<file path="src/rtl/prim_executor_pkg.sv">
// prim_executor_pkg: shared definitions for the packet primitive executor.
//   - opcode values, FSM state encoding, error codes
//   - default L2 header skip (HDR_BASE_DEFAULT)
//   - width helpers used by the executor and its ALU
package prim_executor_pkg;

  localparam int HDR_BASE_DEFAULT = 14;

  localparam logic [5:0] OP_NOP        = 6'h00;
  localparam logic [5:0] OP_ADD        = 6'h01;
  localparam logic [5:0] OP_SET_FIELD  = 6'h02;
  localparam logic [5:0] OP_COPY_FIELD = 6'h03;
  localparam logic [5:0] OP_SET_PORT   = 6'h04;

  localparam logic [1:0] ERR_NONE   = 2'd0;
  localparam logic [1:0] ERR_OPCODE = 2'd1;
  localparam logic [1:0] ERR_STEPS  = 2'd2;
  localparam logic [1:0] ERR_WIDTH  = 2'd3;

  typedef enum logic [3:0] {
    ST_IDLE = 4'd0,
    ST_F0   = 4'd1,
    ST_F1   = 4'd2,
    ST_F2   = 4'd3,
    ST_EX   = 4'd4,
    ST_RD   = 4'd5,
    ST_RW   = 4'd6,
    ST_WR   = 4'd7,
    ST_DONE = 4'd8
  } state_e;

  // Byte mask for a field of 1..4 bytes; out-of-range widths never reach
  // the datapath, so they simply get the full word.
  function automatic logic [31:0] width_mask(input logic [3:0] w);
    case (w)
      4'd1:    return 32'h0000_00FF;
      4'd2:    return 32'h0000_FFFF;
      4'd3:    return 32'h00FF_FFFF;
      default: return 32'hFFFF_FFFF;
    endcase
  endfunction

  function automatic logic width_ok(input logic [3:0] w);
    return (w >= 4'd1) && (w <= 4'd4);
  endfunction

endpackage

</file>
<file path="src/rtl/prim_executor_alu.sv">
// prim_alu: combinational field datapath for prim_executor.
//   a_i      : field value read from memory (masked to width here)
//   b_i      : second operand (immediate for ADD, value to pass otherwise)
//   width_i  : field width in bytes, 1..4
//   add_en_i : 1 = a + b, 0 = pass b
//   res_o    : result masked to width_i*8 bits
// Build option: PRIM_EXEC_SAT_ADD_EN makes ADD saturate (max on carry,
// 0 on borrow) instead of wrapping.
module prim_alu
  import prim_executor_pkg::*;
(
  input  logic [31:0] a_i,
  input  logic [31:0] b_i,
  input  logic [3:0]  width_i,
  input  logic        add_en_i,
  output logic [31:0] res_o
);

  logic [31:0] mask;
`ifdef PRIM_EXEC_SAT_ADD_EN
  logic [33:0] sum;
`endif

  always_comb begin
    mask  = width_mask(width_i);
    res_o = b_i & mask;
`ifdef PRIM_EXEC_SAT_ADD_EN
    // Zero-extended field plus sign-extended imm; bit 33 flags a negative result.
    sum = {2'b00, a_i & mask} + {{2{b_i[31]}}, b_i};
    if (add_en_i) begin
      if (sum[33])
        res_o = 32'h0;
      else if (sum[32:0] > {1'b0, mask})
        res_o = mask;
      else
        res_o = sum[31:0] & mask;
    end
`else
    if (add_en_i)
      res_o = ((a_i & mask) + b_i) & mask;
`endif
  end

endmodule

</file>
<file path="src/rtl/prim_executor.sv">
// prim_executor: fetches 64-bit primitives from memory and applies them to
// packet header fields (ADD, SET_FIELD, COPY_FIELD, SET_PORT, NOP).
// Ports:
//   clk, rst (async, active low)
//   start_i, start_addr_i           : run request level, first instruction
//   mem_ce_o/we_o/addr_o/width_o/data_o, mem_data_i : registered memory port,
//                                     read data valid the cycle after ce
//   done_o, err_o, err_code_o       : completion and error status
//   port_o, port_vld_o, steps_o     : egress port and retired instructions
// Build option: PRIM_EXEC_SAT_ADD_EN (saturating ADD, see prim_alu).
//
// state | meaning
// IDLE  | wait for start_i, latch PC
// F0    | present PC (high instruction word)
// F1    | present PC+4, capture high word
// F2    | capture low word, PC += 8
// EX    | budget check, decode, dispatch
// RD    | present field read
// RW    | capture field read data
// WR    | present field write
// DONE  | hold done_o until start_i drops
module prim_executor
  import prim_executor_pkg::*;
#(
  parameter int ADDR_W    = 32,
  parameter int HDR_BASE  = HDR_BASE_DEFAULT,
  parameter int MAX_STEPS = 64,
  parameter int PORT_W    = 8
) (
  input  logic              clk,
  input  logic              rst,
  input  logic              start_i,
  input  logic [ADDR_W-1:0] start_addr_i,
  output logic              mem_ce_o,
  output logic              mem_we_o,
  output logic [ADDR_W-1:0] mem_addr_o,
  output logic [3:0]        mem_width_o,
  output logic [31:0]       mem_data_o,
  input  logic [31:0]       mem_data_i,
  output logic              done_o,
  output logic              err_o,
  output logic [1:0]        err_code_o,
  output logic [PORT_W-1:0] port_o,
  output logic              port_vld_o,
  output logic [9:0]        steps_o
);

  state_e            state_q, state_d;
  logic [ADDR_W-1:0] pc_q, pc_d;
  logic [ADDR_W-1:0] fld_addr_q, fld_addr_d;
  logic [5:0]        op_q, op_d;
  logic [31:0]       imm_q, imm_d;
  logic [5:0]        src_q, src_d;
  logic [3:0]        wid_q, wid_d;
  logic [5:0]        dst_q, dst_d;
  logic [9:0]        steps_q, steps_d;
  logic [1:0]        err_code_q, err_code_d;
  logic [PORT_W-1:0] port_q, port_d;
  logic              port_vld_q, port_vld_d;
  logic              done_q, done_d;
  logic              mem_ce_q, mem_ce_d;
  logic              mem_we_q, mem_we_d;
  logic [ADDR_W-1:0] mem_addr_q, mem_addr_d;
  logic [3:0]        mem_width_q, mem_width_d;
  logic [31:0]       mem_data_q, mem_data_d;
  logic [31:0]       alu_res;

  // One ALU serves all writes: SET passes imm, COPY passes the read data,
  // ADD sums the read data with imm.
  prim_alu u_alu (
    .a_i      (mem_data_i),
    .b_i      ((op_q == OP_COPY_FIELD) ? mem_data_i : imm_q),
    .width_i  (wid_q),
    .add_en_i (op_q == OP_ADD),
    .res_o    (alu_res)
  );

  always_comb begin
    state_d     = state_q;
    pc_d        = pc_q;
    fld_addr_d  = fld_addr_q;
    op_d        = op_q;
    imm_d       = imm_q;
    src_d       = src_q;
    wid_d       = wid_q;
    dst_d       = dst_q;
    steps_d     = steps_q;
    err_code_d  = err_code_q;
    port_d      = port_q;
    port_vld_d  = port_vld_q;

    case (state_q)
      ST_IDLE: begin
        if (start_i) begin
          pc_d       = start_addr_i;
          steps_d    = 10'd0;
          err_code_d = ERR_NONE;
          port_vld_d = 1'b0;
          state_d    = ST_F0;
        end
      end
      ST_F0: state_d = ST_F1;
      ST_F1: begin
        op_d    = mem_data_i[31:26];
        imm_d   = {{6{mem_data_i[25]}}, mem_data_i[25:0]};
        state_d = ST_F2;
      end
      ST_F2: begin
        src_d   = mem_data_i[27:22];
        wid_d   = mem_data_i[19:16];
        dst_d   = mem_data_i[11:6];
        pc_d    = pc_q + ADDR_W'(8);
        state_d = ST_EX;
      end
      ST_EX: begin
        if (steps_q == 10'(MAX_STEPS)) begin
          err_code_d = ERR_STEPS;
          state_d    = ST_DONE;
        end else begin
          steps_d = steps_q + 10'd1;
          case (op_q)
            OP_NOP: state_d = ST_DONE;
            OP_SET_PORT: begin
              port_d     = imm_q[PORT_W-1:0];
              port_vld_d = 1'b1;
              state_d    = ST_F0;
            end
            OP_ADD, OP_SET_FIELD, OP_COPY_FIELD: begin
              if (!width_ok(wid_q)) begin
                err_code_d = ERR_WIDTH;
                state_d    = ST_DONE;
              end else if (op_q == OP_SET_FIELD) begin
                fld_addr_d = ADDR_W'(HDR_BASE) + ADDR_W'(dst_q);
                state_d    = ST_WR;
              end else begin
                fld_addr_d = ADDR_W'(HDR_BASE) + ADDR_W'(src_q);
                state_d    = ST_RD;
              end
            end
            default: begin
              err_code_d = ERR_OPCODE;
              state_d    = ST_DONE;
            end
          endcase
        end
      end
      ST_RD: state_d = ST_RW;
      ST_RW: begin
        if (op_q == OP_COPY_FIELD)
          fld_addr_d = ADDR_W'(HDR_BASE) + ADDR_W'(dst_q);
        state_d = ST_WR;
      end
      ST_WR: state_d = ST_F0;
      ST_DONE: begin
        if (!start_i)
          state_d = ST_IDLE;
      end
      default: state_d = ST_IDLE;
    endcase

    // Memory and done outputs are registered, so they follow the next state.
    mem_ce_d    = 1'b0;
    mem_we_d    = 1'b0;
    mem_addr_d  = '0;
    mem_width_d = 4'd0;
    mem_data_d  = 32'h0;
    done_d      = (state_d == ST_DONE);
    case (state_d)
      ST_F0: begin
        mem_ce_d    = 1'b1;
        mem_addr_d  = pc_d;
        mem_width_d = 4'd4;
      end
      ST_F1: begin
        mem_ce_d    = 1'b1;
        mem_addr_d  = pc_d + ADDR_W'(4);
        mem_width_d = 4'd4;
      end
      ST_RD: begin
        mem_ce_d    = 1'b1;
        mem_addr_d  = fld_addr_d;
        mem_width_d = wid_d;
      end
      ST_WR: begin
        mem_ce_d    = 1'b1;
        mem_we_d    = 1'b1;
        mem_addr_d  = fld_addr_d;
        mem_width_d = wid_d;
        mem_data_d  = alu_res;
      end
      default: ;
    endcase
  end

  always_ff @(posedge clk or negedge rst) begin
    if (!rst) begin
      state_q     <= ST_IDLE;
      pc_q        <= '0;
      fld_addr_q  <= '0;
      op_q        <= 6'd0;
      imm_q       <= 32'h0;
      src_q       <= 6'd0;
      wid_q       <= 4'd0;
      dst_q       <= 6'd0;
      steps_q     <= 10'd0;
      err_code_q  <= ERR_NONE;
      port_q      <= '0;
      port_vld_q  <= 1'b0;
      done_q      <= 1'b0;
      mem_ce_q    <= 1'b0;
      mem_we_q    <= 1'b0;
      mem_addr_q  <= '0;
      mem_width_q <= 4'd0;
      mem_data_q  <= 32'h0;
    end else begin
      state_q     <= state_d;
      pc_q        <= pc_d;
      fld_addr_q  <= fld_addr_d;
      op_q        <= op_d;
      imm_q       <= imm_d;
      src_q       <= src_d;
      wid_q       <= wid_d;
      dst_q       <= dst_d;
      steps_q     <= steps_d;
      err_code_q  <= err_code_d;
      port_q      <= port_d;
      port_vld_q  <= port_vld_d;
      done_q      <= done_d;
      mem_ce_q    <= mem_ce_d;
      mem_we_q    <= mem_we_d;
      mem_addr_q  <= mem_addr_d;
      mem_width_q <= mem_width_d;
      mem_data_q  <= mem_data_d;
    end
  end

  assign mem_ce_o    = mem_ce_q;
  assign mem_we_o    = mem_we_q;
  assign mem_addr_o  = mem_addr_q;
  assign mem_width_o = mem_width_q;
  assign mem_data_o  = mem_data_q;
  assign done_o      = done_q;
  assign err_code_o  = err_code_q;
  assign err_o       = (err_code_q != ERR_NONE);
  assign port_o      = port_q;
  assign port_vld_o  = port_vld_q;
  assign steps_o     = steps_q;

endmodule

</file>
<file path="config.mk">
export PLATFORM = sky130hd
export DESIGN_NAME = prim_executor
export DESIGN_NICKNAME = d
export VERILOG_FILES = /design/src/rtl/prim_executor_pkg.sv /design/src/rtl/prim_executor_alu.sv /design/src/rtl/prim_executor.sv
export SDC_FILE = /design/constraint.sdc
export NUM_CORES = 1
export LEC_CHECK = 0
export CORE_MARGIN = 2
export CORE_UTILIZATION = 40
export CTS_CLUSTER_SIZE = 24
export DETAILED_ROUTE_END_ITERATION = 8
export PLACE_DENSITY_LB_ADDON = 0.08
export SLEW_MARGIN = 25
export SYNTH_ARGS = -nofsm -noshare
export SYNTH_HDL_FRONTEND = slang
export SYNTH_SLANG_ARGS = --single-unit
</file>
<file path="constraint.sdc">
create_clock -name clk -period 5.7 [get_ports clk]
set_input_delay 0.855 -clock clk [delete_from_list [all_inputs] [get_ports clk]]
set_output_delay 0.855 -clock clk [all_outputs]
set_load 0.01 [all_outputs]
</file>
======== Yosys cells after proc, flatten, opt, wreduce, memory -nomap -nowiden ========
Index checks and enable logic that the tools add are counted.
cells by class
  bitwise logic cells ..................... 4
  equality and inequality tests ........... 26
  muxes and demuxes ....................... 36
  add/subtract/negate cells ............... 6
  reduce and logical (&&, ||, !) cells .... 14
  $lt $le $gt $ge ......................... 2
operator list
  operator                                               number
  two-way mux 32 bit                                     8
  case mux 32 bit (3 select lines)                       2
  case mux 32 bit (2 select lines)                       2
  AND 32 bit                                             3
  case mux 4 bit (9 select lines)                        1
  adder 32 x 3 -> 32 bit (second input constant)         1
  adder 32 bit                                           1
  adder 32 x 4 -> 32 bit (second input constant)         1
  equality test 4 x 3 -> 1 bit (second input constant)   6
  equality test 4 x 2 -> 1 bit (second input constant)   5
  two-way mux 10 bit                                     2
  two-way mux 4 bit                                      5
  case mux 10 bit (2 select lines)                       1
  case mux 4 bit (2 select lines)                        2
  adder 4 x 6 -> 7 bit (first input constant)            2
  equality test 4 x 1 -> 1 bit (second input constant)   3
  equality test 6 x 2 -> 1 bit (second input constant)   2
  adder 10 x 1 -> 10 bit (second input constant)         1
  equality test 10 x 7 -> 1 bit (second input constant)  1
  equality test 4 bit (second input constant)            2
  two-way mux 2 bit                                      4
  case mux 2 bit (2 select lines)                        2
  AND reduction 4 bit                                    2
  two-way mux 7 bit                                      1
  19 further kinds                                       28
storage, ports and cells
  word-level logic and storage cells ...... 106
  output and inout port bits .............. 93
  input port bits ......................... 67
  register bits after elaboration ......... 208

======== Logic depth before layout (Yosys ltp) ========
  depth after elaboration ................. 9
  mapped depth ............................ 19
  depth with buffers taken out ............ 17

======== Cells and area by module ========
A second synthesis with hierarchy kept.
unflattened totals
  cell total of the unflattened synthesis .. 1,364
  area total of the unflattened synthesis .. 12,529.5 um^2
modules (own cells, without submodules)
  module         cells each  sequential area each (um^2)  times used  area each (um^2)
  prim_executor  1,042       5,205.0                      1           10,262.3
  prim_alu       322         0.0                          1           2,267.2

======== Worst setup path after synthesis ========
Ideal clock, no wire load.
  path kind ............................... register to register
  start point ............................. register op_q[3]
  end point ............................... register mem_data_q[30], in the netlist mem_data_o[30]
  required time ........................... 5,570 ps
  cell stages (with the launch flop) ...... 19
  path buffers ............................ 3
  data arrival time ....................... 3,827 ps
  slack ................................... 1,744 ps
  clock period less this slack ............ 3,956 ps
  cell sequence ........................... dfrtp_1 > nor4_2 > and3_1 > clkbuf_1 > clkbuf_1 > nand2_1 > nand2_1 > ha_1 > clkbuf_1 > a21oi_1 > o21ai_0 > a21o_1 > or3b_2 > o22ai_1 > o21ai_0 > o31ai_1 > o21ai_0 > xnor2_1 > o22ai_1
on the way
  cells in the longest elaborated chain, start to end .. 8
ends and longest elaborated chain
  what                                                                  RTL line              RTL
  start, declared                                                       prim_executor.sv:51   logic [5:0] op_q, op_d;
  start signal, assigned                                                prim_executor.sv:219  op_q <= op_d;
  parallel branches: the longest is 7 deep, another holds adder 32 bit  --
  two-way mux 32 bit *                                                  prim_executor.sv:168  case (state_d)
  via mem_data_d[30]                                                    prim_executor.sv:65   logic [31:0] mem_data_q, mem_data_d;
  end signal, assigned                                                  prim_executor.sv:233  mem_data_q <= mem_data_d;
  end, declared                                                         prim_executor.sv:65
Mark *: on every way through the listed nets, which the timed path passes.
A chain may end at the register's enable or synchronous reset.

======== Worst setup path after layout ========
Same ends and word-level chain as after synthesis.

==> impl_metrics.py <==
metrics = {
    "run": {
        "maxCapViolations": 0,
    },
    "status": {
        "status": "complete, no violations",
    },
    "setup_path": {
        "cp_slowest_cell": "nor4_2",
        "max_stage_delay_ns": 0.49,
        "arrival_ns": 5.00,
        "cpMostUsedCell": "o21ai_0",
        "r2r_setup_slack_ns": 1.10,
        "required_ns": 6.10,
        "crit_path_cell_trace": "nor4_2, and3_1, buf_4, nand2_1, nand2_1, ha_1, a21oi_1, o21ai_0, a21o_1, or3b_2, o22ai_1, o21ai_0, o31ai_1, o21ai_0, xnor2_1, o22ai_1",
        "worstReg2RegEnd": "mem_data_o[30]",
        "critPathLaunch": "op_q[3]",
        "worstSetupPathType": "flip-flop to flip-flop",
        "cp-end-kind": "flip-flop",
        "r2r_start": "op_q[3]",
        "crit_path_max_fanout": 30,
        "start_kind": "flip-flop",
        "reg2regPathDepth": 16,
        "crit_end": "mem_data_o[30]",
    },
    "route": {
        "vias": 9786,
        "vias_per_cell": 5.437,
        "routedWlPerCell_um": 18.09,
        "drt-initial-drc-count": 584,
        "totalWireLength_mm": 32.56,
        "drc_errors": 0,
        "first_pass_iters": 5,
        "antenna_left": 0,
    },
    "logic_synthesis": {
        "yosys_warnings": 0,
        "synth_nets": 1356,
        "ys_seq_area_frac": 0.4464,
        "avgSynthCellArea_um2": 9.320,
        "syn_inst": 1251,
        "yosys_register_bits": 208,
        "synth_edf_count": 0,
        "synthArstFlopShare": 1.000,
        "synth.distinct_cells": 89,
        "synthFlopType": "dfrtp_1",
        "syn-cell-area_um2": 11660,
    },
    "grt": {
        "grt_overflow_total": 0,
        "grt_max_degree": 107,
        "track_usage": 0.2140,
        "antenna_found_initial": 0,
        "grt_first_pass_wirelength_mm": 52.79,
        "grt_pass1_vias": 9538,
    },
    "power": {
        "p_leak_nw": 6.389,
        "internal-power_mw": 4.661,
        "netSwitchingPower_mw": 3.272,
        "powerDensity_nw_per_um2": 544.5,
        "peakVddDrop_mv": 0.2542,
        "power.share.switching": 0.4124,
        "combPwrFrac": 0.492,
        "p_seq_frac": 0.291,
        "clockPowerShare": 0.217,
        "power.total_mw": 7.933,
    },
    "cts": {
        "cts_made_buffers": 26,
        "clock-sinks": 208,
        "clock_latency_ns": 0.53,
        "clockBufferDepth": 3,
        "ctsHtreeMaxLevel": 1,
        "clockRootBuffer": "clkbuf_16",
        "clkSlewWorstSetupHoldPaths_ns": 0.06,
        "hold_buffers": 0,
        "post_cts.repair.setup_buffers": 0,
        "cts_resized": 0,
        "tritoncts": "built",
    },
    "final_layout": {
        "layout_commonest_cell": "nand2_1",
        "fin_area_um2": 14570,
        "fin_util": 0.5076,
        "nFillCells": 2695,
        "final_cell_mix": "219 x nand2_1, 208 x dfrtp_1, 158 x clkdlybuf4s50_1",
        "final_nets": 1502,
        "areaGrowthSynthToFinish_pct": 24.95,
        "drive_gt1_frac": 0.09887,
        "antenna_cells": 0,
        "fin_cells": 1800,
    },
    "floorplan": {
        "die_h_um": 174.7,
        "num_rows": 62,
        "coreArea_um2": 28700,
        "floorplan.die_area_um2": 30530,
        "io_pins": 160,
        "die_x_um": 174.7,
        "start_util": 0.4062,
    },
    "timing": {
        "finalSetupTns_ns": 0,
        "clock_skew_ns": 0.01122,
        "finalSetupViolations": 0,
        "fmax_ghz": 0.2174,
        "period_share": 0.8071,
        "finalMaxSlewViolations": 0,
        "rsz0062_at_grt": "false",
        "worst_pin_slew_ns": 0.8564,
        "fin_hold_ws_ns": 0.4157,
        "final_hold_viol_count": 0,
        "period_needed_ns": 4.601,
        "slew_headroom": 0.4143,
        "setup_ws_ns": 1.099,
    },
    "placed_design": {
        "io_buffers": 159,
        "placed_area_um2": 13660,
        "hpwl_mm": 22.94,
        "gp_congestion": 0.8477,
        "pre_cts_ws_ns": 1.006,
        "place_inst": 1753,
    },
    "worst_hold_path": {
        "hp-class": "input port to asynchronous set/reset pin",
    },
}
## registers in the layout, indices dropped and copies added (netlist names)
signal and count:
done_o 1, dst_q 6, err_code_o 2, fld_addr_q 32, imm_q 26, mem_addr_o 32
mem_ce_o 1, mem_data_o 32, mem_we_o 1, mem_width_o 4, op_q 6, pc_q 32
port_o 8, port_vld_o 1, src_q 6, state_q 4, steps_o 10, wid_q 4
## power by group through the flow
stage               registers [mW]  logic, mW  clock network (mW)
global route                  2.38       4.36                1.82
detailed placement            2.33       3.88                   0
CTS                           2.31       3.91                1.77
finish                        2.31       3.90                1.72
floorplan                     2.23       2.85                   0
global placement              2.32       3.85                   0
## cells by family (layout without fill, tap and decap cells)
kind of cell	after synthesis	in the layout	share of synthesized area
AO/OA/AOI/OAI	296	296	0.1752
XOR/XNOR	50	50	0.03756
adder cells (fa/ha/maj)	38	38	0.04142
buffers and inverters	91	256	0.03209
flip-flops	208	208	0.4464
multiplexers	44	44	0.04217
AND/OR/NAND/NOR	524	524	0.2251
## worst max-delay path, delay by kind of cell, from the launching register on
family	cells	cell delay [ns]
compound gates	8	1.75
simple gates	5	1.44
buf+inv	1	0.41
flops	1	0.40
fa+ha+maj	1	0.28
xor+xnor	1	0.16
## cells in the mapped netlist, types with 14 or more instances
cell / count / area share
nor2b_1: 14 / 0.0075
inv_1: 34 / 0.011
ha_1: 37 / 0.040
nand3_1: 32 / 0.014
nor2_1: 75 / 0.024
nor3_1: 21 / 0.0090
and2_1: 46 / 0.025
a21oi_1: 53 / 0.023
xnor2_1: 23 / 0.017
nand4_1: 18 / 0.0097
a211oi_1: 31 / 0.020
o21ai_0: 55 / 0.024
a22oi_1: 20 / 0.013
dfrtp_1: 208 / 0.45
nand2_1: 219 / 0.071
mux2_2: 41 / 0.040
a21o_1: 27 / 0.017
clkbuf_1: 39 / 0.013
or3_1: 17 / 0.0091
xor2_1: 27 / 0.020
## how the worst min path moves through the flow
| stage | endpoint | slack [ns] | depth (start not counted) |
|---|---|---|---|
| 2_1_floorplan | mem_addr_o[17] | 0.43 | 2 |
| 3_3_place_gp | pc_q[1] | 0.45 | 2 |
| 3_5_place_dp | mem_addr_o[17] | 0.46 | 2 |
| 4_1_cts | steps_o[7] | 0.46 | 1 |
| 5_1_grt | fld_addr_q[23] | 0.49 | 1 |
| 6_report | steps_o[7] | 0.42 | 1 |
## area by class of cell
cell class,count,area [µm²],area share
clock buffer,36,739.5,0.05076
multi-input combinational,952,6117,0.4199
inverter,34,127.6,0.008760
tap,384,480.5,0.03298
clock inverter,11,163.9,0.01125
timing repair buffer,175,1735,0.1191
sequential,208,5205,0.3573
## metal layers
metal | track usage | up-vias | routed length (µm)
met5 | 0 | - | 0
met4 | 0.04444 | 0 | 637
met3 | 0.03155 | 37 | 1652
met2 | 0.3491 | 227 | 15090
met1 | 0.3036 | 4731 | 15180
li1 | - | 4791 | -
No activity file was read; power rests on OpenSTA's default activity.
